$ cat src/rtl/alu_cmd_sequencer.sv
// rtl/alu_cmd_sequencer.sv - three-byte command framer driving the 8-bit ALU tile and returning its result
// Optional result self-check enabled by defining ALU_CMD_SEQ_CHECK_EN.
module alu_cmd_sequencer #(
   parameter int ALU_LAT = 1
) (
   input  logic       clk,
   input  logic       rst,
   input  logic [7:0] in_data,
   input  logic       in_valid,
   output logic       in_ready,
   output logic [7:0] alu_a,
   output logic [7:0] alu_b,
   output logic [2:0] alu_op,
   input  logic [7:0] alu_result,
   output logic [7:0] out_data,
   output logic       out_valid,
   input  logic       out_ready,
   output logic [7:0] frame_cnt,
   output logic       chk_err
);

   typedef enum logic [2:0] {
      HDR,
      GET_A,
      GET_B,
      WAIT,
      HOLD
   } state_t;

   state_t     state;
   state_t     state_nx;
   logic [2:0] wait_cnt;
   logic       in_xfer;
   logic       out_xfer;
   logic       capture;

   always_ff @(posedge clk) begin
      if (rst) begin
         state <= HDR;
      end else begin
         state <= state_nx;
      end
   end

   always_comb begin
      state_nx = state;
      in_ready = 1'b0;
      capture  = 1'b0;
      out_xfer = 1'b0;
      case (state)
         HDR: begin
            in_ready = !rst;
            if (in_valid && !rst) state_nx = GET_A;
         end
         GET_A: begin
            in_ready = !rst;
            if (in_valid && !rst) state_nx = GET_B;
         end
         GET_B: begin
            in_ready = !rst;
            if (in_valid && !rst) state_nx = WAIT;
         end
         WAIT: begin
            if (wait_cnt == 3'd0) begin
               capture  = 1'b1;
               state_nx = HOLD;
            end
         end
         HOLD: begin
            // in_ready stays low here so a header can never share the result-transfer cycle
            out_xfer = out_ready;
            if (out_ready) state_nx = HDR;
         end
         default: state_nx = HDR;
      endcase
   end

   assign in_xfer = in_valid && in_ready;

   always_ff @(posedge clk) begin
      if (rst) begin
         alu_a     <= 8'd0;
         alu_b     <= 8'd0;
         alu_op    <= 3'd0;
         wait_cnt  <= 3'd0;
         out_data  <= 8'd0;
         out_valid <= 1'b0;
         frame_cnt <= 8'd0;
      end else begin
         if (in_xfer && state == HDR) alu_op <= in_data[7:5];
         if (in_xfer && state == GET_A) alu_a <= in_data;
         if (in_xfer && state == GET_B) begin
            alu_b    <= in_data;
            wait_cnt <= 3'(ALU_LAT - 1);
         end
         if (state == WAIT && wait_cnt != 3'd0) wait_cnt <= wait_cnt - 3'd1;
         if (capture) begin
            out_data  <= alu_result;
            out_valid <= 1'b1;
         end
         if (out_xfer) begin
            out_valid <= 1'b0;
            frame_cnt <= frame_cnt + 8'd1;
         end
      end
   end

`ifdef ALU_CMD_SEQ_CHECK_EN
   logic [7:0] model_result;
   logic       chk_err_q;

   always_comb begin
      model_result = 8'd0;
      case (alu_op)
         3'd0: model_result = alu_a + alu_b;
         3'd1: model_result = alu_a - alu_b;
         3'd2: model_result = alu_a & alu_b;
         3'd3: model_result = alu_a | alu_b;
         3'd4: model_result = alu_a ^ alu_b;
         3'd5: model_result = ~(alu_a & alu_b);
         3'd6: model_result = ~(alu_a | alu_b);
         default: model_result = ~alu_a;
      endcase
   end

   always_ff @(posedge clk) begin
      if (rst) begin
         chk_err_q <= 1'b0;
      end else if (capture && alu_result != model_result) begin
         chk_err_q <= 1'b1;
      end
   end

   assign chk_err = chk_err_q;
`else
   assign chk_err = 1'b0;
`endif

endmodule
$ cat config.mk
export PLATFORM = sky130hd
export DESIGN_NAME = alu_cmd_sequencer
export DESIGN_NICKNAME = d
export VERILOG_FILES = /design/src/rtl/alu_cmd_sequencer.sv
export SDC_FILE = /design/constraint.sdc
export NUM_CORES = 1
export LEC_CHECK = 0
export CAP_MARGIN = 20
export CORE_MARGIN = 10
export CORE_UTILIZATION = 46
export CTS_CLUSTER_DIAMETER = 120
export DETAILED_ROUTE_END_ITERATION = 6
export GPL_ROUTABILITY_DRIVEN = 0
export GPL_TIMING_DRIVEN = 0
export PLACE_DENSITY = 0.79
export SETUP_SLACK_MARGIN = 0.2
export SYNTH_ARGS = -nofsm -noshare
export SYNTH_HDL_FRONTEND = slang
export SYNTH_SLANG_ARGS = --single-unit
$ cat constraint.sdc
create_clock -name clk -period 1.8 [get_ports clk]
set_input_delay 0.27 -clock clk [delete_from_list [all_inputs] [get_ports clk]]
set_output_delay 0.27 -clock clk [all_outputs]
set_load 0.005 [all_outputs]
Yosys cells after proc, flatten, opt, wreduce, memory -nomap -nowiden
Cells that the tools add are included.
{"block": "word_totals", "register_bits": 42, "latchBits": 0, "ram_bits": 0, "mem_bits_ro": 0, "input_bits": 20, "elab_cells": 45, "memories": 0}
{"block": "classes", "n_addsub": 2, "mul": 0, "n_div": 0, "order_cmp": 0, "n_eq_ne": 9, "n_shift": 0, "muxes": 12, "n_bitwise": 0, "n_reduce_logical": 14}
{"operator": "$mux W3", "n": 7}
{"operator": "$pmux W3 S5", "n": 1}
{"operator": "$ne A2 B2 Y1 const B", "n": 5}
{"operator": "$add A8 B1 Y8 const B", "n": 1}
{"operator": "$eq A3 B2 Y1 const B", "n": 2}
{"operator": "$logic_and A1 B1 Y1", "n": 6}
{"operator": "$logic_not A3 Y1", "n": 2}
{"operator": "$reduce_and A5 Y1", "n": 1}
{"operator": "$mux W1", "n": 4}
{"operator": "$eq A3 B1 Y1 const B", "n": 1}
{"operator": "$eq A3 B3 Y1 const B", "n": 1}
{"operator": "$reduce_bool A3 Y1", "n": 1}
{"operator": "$reduce_or A3 Y1", "n": 1}
{"operator": "$sub A3 B1 Y3 const B", "n": 1}
{"operator": "$reduce_bool A2 Y1", "n": 1}
{"operator": "$reduce_or A2 Y1", "n": 1}
{"operator": "$logic_not A1 Y1", "n": 1}

Longest topological paths before layout
{"block": "depth", "ltp_word": 7, "ltp_mapped": 6}

Worst setup path after synthesis
Ideal clock, no wire load.
{"block": "synth_path", "kind": "reg-to-reg", "start": "register state[2]", "end": "register alu_b[0]", "setup_ns": 0.121, "t_arrival_ns": 1.481, "required_time_ns": 1.679, "setup_slack_ns": 0.198, "path_stages_with_launch": 6, "path_buffers": 2, "period_less_slack_ns": 1.602, "path_cell_list": "dfxtp_1 buf_6 or3b_4 or2_1 buf_6 mux2_4"}
{"block": "synth_via", "elab_chain_cells": 5}
{"item": "start, declared", "line": "30", "source": "state_t state;"}
{"item": "start signal, assigned", "line": "41", "source": "state <= state_nx;"}
{"item": "$eq A3 B1 Y1, or another cell as far along", "line": "50", "source": "case (state)"}
{"item": "$reduce_or A3 Y1 (no source line)"}
{"item": "$mux W1"}
{"item": "$logic_and A1 B1 Y1", "line": "78", "source": "assign in_xfer = in_valid && in_ready;"}
{"item": "$logic_and A1 B1 Y1 *", "line": "92", "source": "if (in_xfer && state == GET_B) begin"}
{"item": "end signal, assigned", "line": "93", "source": "alu_b <= in_data;"}
{"item": "end, declared", "line": "12", "source": "output logic [7:0] alu_b,"}
Mark *: on every way between the ends. The rest lies on a longest branch, timed or not.
A chain may end at the register's enable or synchronous reset.

Final worst setup path
{"block": "layout_path", "start": "register state[2]", "end": "register alu_b[5]"}
The elaborated chain is that of the path after synthesis.

==> results.json <==
{
  "outcome": "finished clean",
  "slowest_stage": "or3b_4",
  "portBuffers": 55,
  "vias_per_cell": 5.202,
  "drc": 0,
  "routed_wl_mm": 4.684,
  "clockBufferDepth": 2,
  "die_area_um2": 6949,
  "final_cell_mix": "clkdlybuf4s50_1 (53), dfxtp_1 (41), a21oi_1 (28), nand3_1 (23), o21ai_0 (18)",
  "async_reset_ff_share_pct": 0,
  "final_cell_area_um2": 2610,
  "synth_seq_area_share_pct": 45.53,
  "slew_viol_final": 0,
  "ys_warn_count": 0,
  "via_count": 1675,
  "hp-class": "in -> reg",
  "antenna_cells": 0,
  "clock_skew_ps": 8.081,
  "period_minus_slack_ps": 1597,
  "yosys.area.top_type": "dfxtp_1",
  "coreArea_um2": 3771,
  "syn_area_um2": 1847,
  "synth_top_area_share_pct": 45.53,
  "cts_max_level": 2,
  "final.setup.tns_ps": 0,
  "ys_ff_latch": 42,
  "synth_edf_count": 0,
  "switching_share_pct": 23.11,
  "dr.first_iter.drc_count": 112,
  "fmax_mhz": 626.0,
  "powerDensity_nw_per_um2": 679.1,
  "ant_nets": 0,
  "syn_to_final_growth_pct": 41.33,
  "ys_top_cells_by_area": "dfxtp_1 (46%), a21oi_1 (7.6%), mux2_4 (6.5%), nand3_1 (6.2%), o21ai_0 (6.2%)",
  "path_class": "reg -> reg",
  "combPwrFrac_pct": 11.1,
  "cp-end-kind": "flop",
  "clock_latency_ps": 290,
  "antenna_found_initial": 0,
  "grt_max_degree": 13,
  "layout_setup_ws_ps": 202.5,
  "pwr-share-seq_pct": 54.0,
  "critical_path_required_ps": 1980,
  "wl_per_cell_um": 14.55,
  "final_nets": 296,
  "synthCells": 205,
  "hold_ws_ps": 428.3,
  "cts_made_buffers": 5,
  "drv_cap": 0,
  "power_leakage_nw": 0.9608,
  "cts_tree": "done",
  "overflow": 0,
  "p_sw_mw": 0.4096,
  "critPathArrivalTime_ps": 1780,
  "hold_viol_final": 0,
  "setup_viol_count_final": 0,
  "synth_flop_cell": "dfxtp_1",
  "grt_pass1_wl_mm": 7.721,
  "cts_root_buffer": "clkbuf_8",
  "power_frac_clock_pct": 34.9,
  "internal_power_mw": 1.363,
  "fin_crit_sh_pct": 88.75,
  "pre_cts_slack_ps": -256.2,
  "grt_pass1_vias": 1559,
  "drive_above_1_share_pct": 14.60,
  "path_common_cell": "buf_6",
  "io_pins": 58,
  "dr.pass1.iters": 4,
  "fp-row-count": 22,
  "grtUsageTotal_pct": 12.93,
  "critPathMaxFanout": 8,
  "clock_sinks": 42,
  "clk_pin_slew_ps": 80,
  "placed_area_um2": 2457,
  "initial_utilization_pct": 48.97,
  "ir_drop_uv": 533.6,
  "yosys.cell_types.count": 37,
  "startpoint_type": "flop",
  "fp.dieW_um": 83.36,
  "dp_hpwl_mm": 3.457,
  "ctsHoldBuffers": 0,
  "final_common_cell": "clkdlybuf4s50_1",
  "die_h_um": 83.36,
  "cp_slowest_stage_delay_ps": 370,
  "crit_chain": "buf_6 > or3b_4 > or2_1 > buf_6 > mux2_4",
  "avgSynthCellArea_um2": 9.009,
  "rsz0062_at_grt": "yes",
  "syn-num-nets": 228
}
## flip-flops by register name, indices dropped and copies added, names as in the netlist
register,count
alu_a,8
out_data,8
wait_cnt,3
alu_op,3
state,3
alu_b,8
frame_cnt,8
out_valid,1
## metal layers
| layer | vias up | share of wire (%) | wire (um) | global-route usage, % |
|---|---|---|---|---|
| li1 | 865 | - | - | - |
| met1 | 756 | 46 | 2147 | 16.40 |
| met2 | 50 | 46 | 2138 | 19.62 |
| met3 | 4 | 7.9 | 369 | 5.664 |
| met4 | 0 | 0.62 | 29 | 2.769 |
| met5 | - | 0 | 0 | 0 |
## path summary, 6_finish.rpt
kind | start | endpoint | slack (ps) | cells past startpoint
worst max-delay path | state[2] | alu_b[5] | 200 | 5
worst min-delay path | rst | alu_b[3] | 430 | 3
worst max register to register | state[2] | alu_b[5] | 200 | 5
worst min register to register | wait_cnt[0] | wait_cnt[0] | 480 | 2
## synth_stat cells (all sizes together), types with 3 or more instances
master / number
dfxtp: 42
a21oi: 28
nand3: 23
o21ai: 23
nor2b: 12
clkbuf: 10
mux2: 9
buf: 7
nor2: 6
inv: 5
nand2b: 4
or3: 4
ha: 3
or4: 3
## timing repair
item	CTS	global route
resized for setup	4	20
pin swaps	1	1
endpoints found under the hold margin	0	0
setup buffers	3	3
setup endpoints to repair	20	34
## layout make-up
cell class / count / area, um2
well taps: 48 / 60.06
clock inverters: 1 / 5.005
multi-input cells: 141 / 909.6
repair buffers: 61 / 594.3
flip-flops and latches: 42 / 842.1
clock buffers: 7 / 86.33
plain buffers: 17 / 93.84
fillers: 324 / 1161
inverters: 5 / 18.77
## worst max-delay path: cells and delay by family, from the launching register on
family	cells	cell delay [ps]
buffers and inverters	2	270
muxes	1	300
DFF	1	320
and+or+nand+nor	2	590
## cell families after synthesis
group	share of synthesized area (%)
xor gates and xnor gates	0.4743
AOI/OAI and AO/OA	17.68
buffers and inverters	5.691
adders and majority gates	2.033
and+or+nand+nor	20.73
muxes	7.656
DFF	45.53
other	0.2031
## through the flow
| step | std cells | utilization (%) | total power, mW |
|---|---|---|---|
| after floorplan | 205 | - | 1.067 |
| after global placement | 308 | 65.16 | 1.167 |
| after detailed placement | 308 | 65.16 | 1.168 |
| after CTS | 319 | 68.18 | 1.783 |
| after global routing | 322 | 69.21 | 1.838 |
| final | 322 | 69.21 | 1.773 |
## power by group through the flow
stage | Clock [mW] | Sequential (mW) | Combinational (mW)
2_1_floorplan | 0 | 0.978 | 0.0886
3_3_place_gp | 0 | 0.978 | 0.189
3_5_place_dp | 0 | 0.978 | 0.190
4_1_cts | 0.632 | 0.956 | 0.195
5_1_grt | 0.662 | 0.958 | 0.218
6_report | 0.619 | 0.957 | 0.197
No activity file was read; power rests on OpenSTA's default activity.
